--- config.mk ---
export PLATFORM = sky130hd
export DESIGN_NAME = fifo_uart_tx
export DESIGN_NICKNAME = d
export VERILOG_FILES = /design/src/rtl/fifo_uart_tx.sv
export SDC_FILE = /design/constraint.sdc
export NUM_CORES = 1
export LEC_CHECK = 0
export CAP_MARGIN = 20
export CORE_MARGIN = 2
export CORE_UTILIZATION = 60
export DETAILED_ROUTE_END_ITERATION = 10
export PLACE_DENSITY = 0.88
export SLEW_MARGIN = 0
export SYNTH_ARGS = -nofsm -noshare
export SYNTH_HDL_FRONTEND = slang
export SYNTH_SLANG_ARGS = --single-unit
--- constraint.sdc ---
create_clock -name clk -period 5 [get_ports clk]
set_input_delay 1 -clock clk [delete_from_list [all_inputs] [get_ports clk]]
set_output_delay 1 -clock clk [all_outputs]
set_load 0.02 [all_outputs]
--- src/rtl/fifo_uart_tx.sv ---
// UART transmitter that drains a word FIFO: pops one word per frame and sends
// start bit, DATA_WIDTH data bits LSB first, then the stop bit(s).
module fifo_uart_tx #(
  parameter int DATA_WIDTH = 8,
  parameter int SB_TICK    = 16,
  parameter int DVSR       = 326,
  parameter int DVSR_WIDTH = 11
) (
  input  logic                  clk,
  input  logic                  reset,
  input  logic                  tx_en,
  input  logic                  fifo_empty,
  input  logic [DATA_WIDTH-1:0] fifo_r_data,
  output logic                  fifo_rd,
  output logic                  tx,
  output logic                  tx_busy,
  output logic                  tx_done
);

  localparam int S_MAX = (SB_TICK > 16) ? SB_TICK : 16;
  localparam int S_W   = $clog2(S_MAX);
  localparam int N_W   = (DATA_WIDTH > 1) ? $clog2(DATA_WIDTH) : 1;

  typedef enum logic [1:0] {IDLE, START, DATA, STOP} state_t;

  state_t                  state_q, state_d;
  logic [DVSR_WIDTH-1:0]   div_q, div_d;
  logic [S_W-1:0]          s_q, s_d;
  logic [N_W-1:0]          n_q, n_d;
  logic [DATA_WIDTH-1:0]   shreg_q, shreg_d;
  logic                    tick;
  logic                    can_load;
  logic                    load;

  assign tick     = (div_q == DVSR_WIDTH'(DVSR - 1));
  // Reset gates the pop so a held-off word is never consumed while in reset.
  assign can_load = tx_en && !fifo_empty && !reset;

  always_ff @(posedge clk or posedge reset) begin
    if (reset) begin
      state_q <= IDLE;
      div_q   <= '0;
      s_q     <= '0;
      n_q     <= '0;
      shreg_q <= '0;
    end else begin
      state_q <= state_d;
      div_q   <= div_d;
      s_q     <= s_d;
      n_q     <= n_d;
      shreg_q <= shreg_d;
    end
  end

  always_comb begin
    state_d = state_q;
    div_d   = tick ? '0 : div_q + 1'b1;
    s_d     = s_q;
    n_d     = n_q;
    shreg_d = shreg_q;
    load    = 1'b0;
    tx_done = 1'b0;
    case (state_q)
      IDLE: begin
        if (can_load) load = 1'b1;
      end
      START: begin
        if (tick) begin
          if (s_q == S_W'(15)) begin
            s_d     = '0;
            n_d     = '0;
            state_d = DATA;
          end else begin
            s_d = s_q + 1'b1;
          end
        end
      end
      DATA: begin
        if (tick) begin
          if (s_q == S_W'(15)) begin
            s_d     = '0;
            shreg_d = shreg_q >> 1;
            if (n_q == N_W'(DATA_WIDTH - 1)) state_d = STOP;
            else                             n_d     = n_q + 1'b1;
          end else begin
            s_d = s_q + 1'b1;
          end
        end
      end
      STOP: begin
        if (tick) begin
          if (s_q == S_W'(SB_TICK - 1)) begin
            tx_done = 1'b1;
            s_d     = '0;
            // A ready word on the final stop tick chains straight into the next frame.
            if (can_load) load = 1'b1;
            else          state_d = IDLE;
          end else begin
            s_d = s_q + 1'b1;
          end
        end
      end
      default: state_d = IDLE;
    endcase
    if (load) begin
      shreg_d = fifo_r_data;
      div_d   = '0;
      s_d     = '0;
      n_d     = '0;
      state_d = START;
    end
  end

  always_comb begin
    case (state_q)
      START:   tx = 1'b0;
      DATA:    tx = shreg_q[0];
      default: tx = 1'b1;
    endcase
  end

  assign fifo_rd = load;
  assign tx_busy = (state_q != IDLE);

endmodule
; ---- After elaboration in Yosys (flattened, before gate mapping)
; Cells that the tools add are included.
[word_totals]
reg_bits = 28
latch_bits = 0
ramBits = 0
mem_bits_ro = 0
inputBits = 12
output_inout_bits = 4
elab_cells = 75
memories = 0
[op_classes]
n_addsub = 3
multipliers = 0
div_mod_pow = 0
n_lt_le_gt_ge = 0
n_eq_ne = 15
shifts = 0
n_mux = 35
n_bitwise = 0
n_reduce_logical = 17
[op_table]
columns = cell, n
row1 = 8-bit two-way mux, 4
row2 = 3-bit != test (second input constant), 9
row3 = 11-bit two-way mux, 2
row4 = 2-bit two-way mux, 9
row5 = 3-bit two-way mux, 6
row6 = 4-bit two-way mux, 4
row7 = 11-bit by 1-bit adder with 11-bit output (second input constant), 1
row8 = 11-bit by 9-bit == test with 1-bit output (second input constant), 1
row9 = 2-bit nonzero test, 5
row10 = 9-bit AND reduction, 1
row11 = 1-bit two-way mux, 6
row12 = 2-bit case mux with 3 select lines, 1
row13 = 3-bit case mux with 2 select lines, 1
row14 = 6-bit AND reduction, 1
row15 = 4-bit by 1-bit adder with 4-bit output (second input constant), 1
row16 = 2-bit == test (second input constant), 2
row17 = 4-bit == test (second input constant), 1
row18 = 1-bit case mux with 2 select lines, 2
row19 = 4-bit nonzero test, 1
row20 = 3-bit by 1-bit adder with 3-bit output (second input constant), 1
row21 = 3-bit == test (second input constant), 1
row22 = 3-bit AND reduction, 1
row23 = 3-bit nonzero test, 1
row24 = 3-bit OR reduction, 1
row25 = 5 further kinds, 7

; ---- Depth between registers and ports, before layout
; Gate-level depths: netlist of run 1.
[logic_depth]
word_depth = 9
depth_mapped = 7
mapped_depth_nobuf = 7

; ---- Worst setup path after synthesis of run 1
; OpenSTA, ideal clock, no wires.
[synth_path]
kind = register -> output
start = register div_q[9]
end = output fifo_rd
arrival_time_ns = 2.237
required_ns = 4.000
setup_slack_ns = 1.763
stages_incl_launch_ff = 6
n_path_buf = 1
cell_sequence = dfrtp_1 > or4b_1 > buf_2 > nor4_1 > o21ai_0 > clkinv_1
[synth_between]
elab_chain_len = 3
[synth_lines]
columns = item, line
row1 = "start, declared", 27  ; logic [DVSR_WIDTH-1:0] div_q, div_d;
row2 = "start signal, assigned", 48  ; div_q <= div_d;
row3 = 11-bit by 9-bit == test with 1-bit output, 35  ; assign tick = (div_q == DVSR_WIDTH'(DVSR - 1));
row4 = 1-bit two-way mux, 91  ; if (tick) begin
row5 = 1-bit case mux with 2 select lines, 63  ; case (state_q)
row6 = "end, declared", 14  ; output logic fifo_rd,
; Every way passes these cells.

; ---- Final worst setup path of run 1
; Same ends and word-level chain as after synthesis.

==> results of run 1 <==
==> cell families (layout without fill, tap and decap cells) <==
kind of cell / count (synthesis) / in the layout / share of synthesized area [%]
compound gates: 15 / 15 / 6.32
xor+xnor: 10 / 10 / 5.53
fa+ha+maj: 9 / 9 / 7.11
buf+inv: 13 / 30 / 3.48
flops: 28 / 28 / 44.2
mux: 19 / 19 / 13.2
simple gates: 53 / 53 / 20.1
==> flip-flops by register name, indices dropped and copies added (netlist names) <==
| signal | count |
|---|---|
| state_q | 2 |
| shreg_q | 8 |
| n_q | 3 |
| s_q | 4 |
| div_q | 11 |
==> cell type report <==
type | instances | area [µm²]
multi-input cells | 106 | 828
flip-flops and latches | 28 | 701
fillers | 162 | 658
repair buffers | 18 | 193
well taps | 30 | 37.5
clock inverters | 1 | 30.0
inverters | 8 | 30.0
clock buffers | 3 | 22.5
==> critical path, cell delays in order (launching register included) <==
cell,delay (ps)
dfrtp_1,440
or4b_1,670
nor4_1,460
o21ai_0,130
buf_4,210
clkinv_1,160
clkdlybuf4s50_1,630
==> how the worst max path moves through the flow <==
stage,start,to,depth (start not counted)
after floorplan,div_q[9],fifo_rd,5
after global placement,reset,fifo_rd,6
after detailed placement,reset,fifo_rd,6
after CTS,div_q[9],fifo_rd,6
after global routing,div_q[9],fifo_rd,6
final,div_q[9],fifo_rd,6
==> power groups by stage <==
| stage | Clock (mW) | Combinational (mW) | Sequential, mW |
|---|---|---|---|
| floorplan | 0 | 0.00388 | 0.231 |
| global placement | 0 | 0.0136 | 0.231 |
| detailed placement | 0 | 0.0140 | 0.231 |
| CTS | 0.147 | 0.0143 | 0.227 |
| global route | 0.160 | 0.0181 | 0.227 |
| finish | 0.145 | 0.0165 | 0.227 |
==> Yosys cell counts <==
master / number / area [µm²]
dfrtp_1: 28 / 701
mux2_2: 15 / 169
nor2_1: 15 / 56.3
ha_1: 9 / 113
inv_1: 7 / 26.3
xor2_1: 7 / 61.3
nand3_1: 6 / 30.0
nand2_1: 5 / 18.8
nand4_1: 5 / 31.3
mux2i_1: 4 / 40.0
o21ai_0: 4 / 20.0
a21oi_1: 3 / 15.0
nor4_1: 3 / 18.8
xnor2_1: 3 / 26.3
and3_1: 2 / 12.5
buf_2: 2 / 10.0
nand2b_1: 2 / 12.5
nand3b_1: 2 / 15.0
nor2b_1: 2 / 12.5
or4b_1: 2 / 20.0
a2111oi_0: 1 / 8.76
a211oi_1: 1 / 7.51
a311oi_1: 1 / 8.76
a31oi_1: 1 / 6.26
a41oi_1: 1 / 8.76
and3_2: 1 / 7.51
and4_1: 1 / 8.76
buf_1: 1 / 3.75
buf_4: 1 / 7.51
clkbuf_1: 1 / 3.75
clkinv_1: 1 / 3.75
nand4bb_1: 1 / 11.3
nor3b_1: 1 / 7.51
nor4_4: 1 / 21.3
nor4b_1: 1 / 8.76
o211a_1: 1 / 10.0
o211ai_1: 1 / 7.51
o31ai_1: 1 / 7.51
or2_2: 1 / 6.26
or3b_2: 1 / 8.76
or4_4: 1 / 11.3
==> layer usage <==
| metal | vias up | track usage (%) | part of all wire [%] |
|---|---|---|---|
| met4 | 0 | 7.67 | 1.2 |
| met2 | 29 | 32.7 | 48 |
| met1 | 550 | 26.3 | 47 |
| met3 | 6 | 3.51 | 3.9 |
| met5 | - | 0 | 0 |
| li1 | 558 | - | - |
==> through the flow <==
| step | hold WS, ps | instance area [µm²] | instances |
|---|---|---|---|
| 6_report | 514 | 1840 | 194 |
| 3_5_place_dp | 500 | 1760 | 189 |
| 2_1_floorplan | 453 | 1580 | 147 |
| 3_3_place_gp | 471 | 1760 | 189 |
| 5_1_grt | 531 | 1840 | 194 |
| 4_1_cts | 519 | 1810 | 193 |
==> metrics.csv, run 1 <==
stage;metric;value;unit
power;p_sw;70.4;µW
sta;fin_crit_sh;80.5;%
synth;ys_seq_area_share;44.2;%
critical_path;cp_max_fo;11;
layout;most-common-layout-cells;dfrtp_1 (28), nor2_1 (15), mux2_2 (15), clkdlybuf4s50_1 (15), ha_1 (9);
clock_tree;post-cts-setup-buffer-count;0;
sta;fin_ws;973;ps
sta;period_needed;4030;ps
critical_path;r2r_start;div_q[9];
sta;worst_pin_slew;800;ps
flow_run;maxCapViolCount;0;
placed_design;place.gp.congestion;0.779;
layout;utilization;73.7;%
critical_path;endpoint_kind;output port;
grt;grt_start_max_net_pins;29;
floorplan;io_pins;16;
critical_path;r2r_setup_slack;2390;ps
power;peakVddDrop;0.162;mV
routing;drt_iter0_drc;38;
clock_tree;ctsHoldBuffers;0;
layout;final_common_cell;dfrtp_1;
floorplan;fp.dieH;55.4;µm
floorplan;dieArea;3070;µm²
power;switching_share;18.2;%
synth;ys_ff_latch;28;
synth;synth.cell_area;1580;µm²
sta;setup_tns;0;ps
sta;fmax;248;MHz
synth;syn_inst;147;
power;pwr-share-seq;58.4;%
critical_path;worstPathRequired;4000;ps
floorplan;start_util;63.4;%
clock_tree;cts_max_path_buffers;2;
run_status;status;finished clean;
critical_path;critical_path_arrival;3030;ps
clock_tree;cts_tree;done;
routing;wl_per_cell;15.3;µm
clock_tree;insertion_delay;320;ps
hold_path;min_to;div_q[0];
synth;postSynthAreaPerCell;10.8;µm²
clock_tree;numClockSinks;28;
power;powerDensity;211;nW/µm²
hold_path;hp-start;div_q[0];
critical_path;rr_endpoint;shreg_q[0];
grt;grt_pass1_vias;1153;
sta;rsz0062_at_grt;false;
synth;synth_cell_types;41;
clock_tree;cts_resized;0;
sta;setup_viol;0;
layout;syn2layout_area_growth;16.3;%
power;p_int;318;µW
floorplan;core_area;2500;µm²
hold_path;hold_depth;1;
clock_tree;numCtsBuffers;3;
clock_tree;root_buffer;clkbuf_4;
routing;routed_wl;2970;µm
placed_design;io_buffers;15;
power;p_comb_share;4.2;%
floorplan;row_count;18;
grt;grt.overflow.total;0;
power;clkPwrFrac;37.4;%
power;p_leak;0.823;nW
critical_path;critical_path_class;reg -> out;
layout;antennaDiodeCount;0;
grt;antenna_found_initial;0;
routing;drt_pre_antenna_iters;4;
placed_design;dp_slack;1070;ps
sta;hold_viol;0;
critical_path;rr_worst_depth;4;
sta;slew_headroom;46.2;%
grt;grt_pass1_wl;5020;µm
grt;grtUsageTotal;19.9;%
routing;vias_per_cell;5.89;
routing;vias;1143;
hold_path;hold_class;reg -> reg;
critical_path;startpoint_type;flip-flop;
routing;drc_errors;0;
synth;yosys_warnings;0;
floorplan;die-width;55.4;µm
power;p_total;388;µW
synth;synth_nets;168;
clock_tree;htreeDepth;1;
layout;fin_nets;186;
placed_design;dp_hpwl;2100;µm
clock_tree;path_clk_slew;160;ps
sta;maxSlewViolCount;0;
sta;finalClockSkew;16.0;ps
routing;ant_nets;0;
layout;drive_gt1_share;16.5;%
No activity file was read; power rests on OpenSTA's default activity.
==> run 2: changes to the inputs <==
CORE_UTILIZATION = 50   (was 60)
PLACE_DENSITY = 0.79   (was 0.88)
clock period = 3.6 ns   (was 5 ns; I/O delays follow)
==> metrics.csv, run 2 (synthesis results as in run 1) <==
stage;metric;value;unit;change
clock_tree;htreeDepth;1;;unchanged
sta;slew_headroom;49.5;%;+3.4 points
routing;vias;1136;;-0.61%
power;switching_share;20.9;%;+2.8 points
clock_tree;cts_max_path_buffers;2;;unchanged
sta;hold_viol;0;;unchanged
floorplan;dieArea;3630;µm²;+18%
layout;largest_reg_flops;11;;unchanged
layout;fin_nets;186;;unchanged
critical_path;worstPathRequired;2880;ps;-1120 ps
sta;period_needed;3370;ps;
sta;rsz0062_at_grt;false;;
placed_design;io_buffers;15;;unchanged
power;peakVddDrop;0.118;mV;-28%
flow_run;maxCapViolCount;0;;unchanged
routing;drc_errors;0;;unchanged
sta;hold_slack;491;ps;-22.9 ps
critical_path;startpoint_type;flip-flop;;
grt;grt_pass1_wl;4730;µm;-5.6%
clock_tree;path_clk_slew;140;ps;-20 ps
placed_design;dp_hpwl;2060;µm;-1.7%
grt;grt_start_max_net_pins;29;;unchanged
sta;fin_crit_sh;93.7;%;
clock_tree;cts_tree;done;;
floorplan;io_pins;16;;unchanged
critical_path;critical_path_arrival;2650;ps;-380 ps
layout;most-common-layout-cells;dfrtp_1 (28), nor2_1 (15), mux2_2 (15), clkdlybuf4s50_1 (15), ha_1 (9);;
placed_design;place.gp.congestion;0.812;;+4.2%
layout;syn2layout_area_growth;15.3;%;
clock_tree;root_buffer;clkbuf_4;;
clock_tree;post-cts-setup-buffer-count;0;;unchanged
sta;finalClockSkew;13.2;ps;-2.73 ps
critical_path;endpoint_kind;output port;;
sta;fmax;296;MHz;
layout;utilization;60.3;%;-13 points
grt;grtUsageTotal;17.6;%;-2.3 points
hold_path;hold_class;reg -> reg;;
layout;nFillCells;249;;+54%
routing;routed_wl;2840;µm;-4.5%
floorplan;die-width;60.3;µm;+8.9%
power;p_comb_share;4.5;%;+0.3 points
clock_tree;numClockSinks;28;;unchanged
floorplan;start_util;52.3;%;-11 points
sta;maxSlewViolCount;0;;unchanged
layout;fin_cells;207;;+6.7%
critical_path;cp_max_fo;8;;-3
power;p_leak;0.806;nW;-2.0%
routing;drt_pre_antenna_iters;4;;unchanged
power;p_sw;96.9;µW;+38%
layout;drive_gt1_share;17.2;%;+0.71 points
power;clkPwrFrac;27.6;%;-9.8 points
routing;wl_per_cell;13.7;µm;-11%
routing;vias_per_cell;5.49;;-6.9%
layout;final_common_cell;dfrtp_1;;
sta;setup_tns;0;ps;unchanged
grt;grt.overflow.total;0;;unchanged
power;powerDensity;254;nW/µm²;+20%
layout;antennaDiodeCount;0;;unchanged
clock_tree;numCtsBuffers;3;;unchanged
grt;antenna_found_initial;0;;unchanged
floorplan;fp.dieH;60.3;µm;+8.9%
routing;drt_iter0_drc;69;;+82%
sta;worst_pin_slew;750;ps;-50.3 ps
placed_design;dp_slack;364;ps;-705 ps
floorplan;row_count;20;;+2
layout;regMostFlops;div_q;;
layout;top_regs;div_q: 11 flops, shreg_q: 8 flops, s_q: 4 flops;;
power;pwr-share-seq;67.9;%;+9.5 points
critical_path;critical_path_class;reg -> out;;
run_status;status;finished clean;;
sta;fin_ws;225;ps;-747 ps
sta;setup_viol;0;;unchanged
clock_tree;insertion_delay;340;ps;+20 ps
floorplan;core_area;3030;µm²;+21%
grt;grt_pass1_vias;1143;;-0.87%
routing;ant_nets;0;;unchanged
power;p_int;366;µW;+15%
placed_design;dp_cells;203;;+7.4%
==> run 2: path summary, 6_finish.rpt <==
kind	slack [ps]	depth (start not counted)	end	from
max	230	5	fifo_rd	div_q[9]
min	490	1	div_q[0]	div_q[0]
max reg2reg	1130	4	shreg_q[0]	div_q[9]
min reg2reg	490	1	div_q[0]	div_q[0]
max in group asynchronous	2270	3	shreg_q[1]	reset
min in group asynchronous	800	2	s_q[3]	reset
==> run 2: final cells by class <==
| type | instances | area (µm²) | share of cell area (%) |
|---|---|---|---|
| repair buffers | 18 | 180 | 9.86 |
| flip-flops and latches | 28 | 701 | 38.4 |
| multi-input cells | 106 | 838 | 45.9 |
| inverters | 8 | 30.0 | 1.64 |
| clock buffers | 3 | 22.5 | 1.23 |
| well taps | 44 | 55.1 | 3.01 |
==> run 2: stage by stage <==
| step | area (µm²) | power, mW |
|---|---|---|
| after floorplan | 1580 | 0.326 |
| after global placement | 1780 | 0.339 |
| after detailed placement | 1780 | 0.340 |
| after CTS | 1800 | 0.468 |
| after global routing | 1830 | 0.481 |
| final | 1830 | 0.463 |
==> run 2: repair_timing <==
item	in CTS	in global routing
hold buffers	0	0
setup endpoints to repair	0	1
resized for setup	0	2
==> run 2: layer usage <==
metal  global-route usage, %  vias up  routed length (µm)
li1                        -      558                   -
met1                    22.1      558                1370
met2                    28.9       15                1320
met3                    3.25        5                  84
met4                    8.89        0                  59
met5                       0        -                   0
==> run 2: power groups by stage <==
stage               clock network [mW]  logic [mW]  registers [mW]
global route                     0.143      0.0232           0.315
global placement                     0      0.0188           0.320
finish                           0.128      0.0210           0.315
CTS                              0.133      0.0198           0.315
floorplan                            0     0.00538           0.320
detailed placement                   0      0.0197           0.320
==> run 2: critical path, cell delays in order, from the launching register on <==
cell	delay [ps]
dfrtp_1	430
or4b_4	610
nor4_2	310
o21ai_0	150
clkinv_1	180
clkdlybuf4s50_1	630
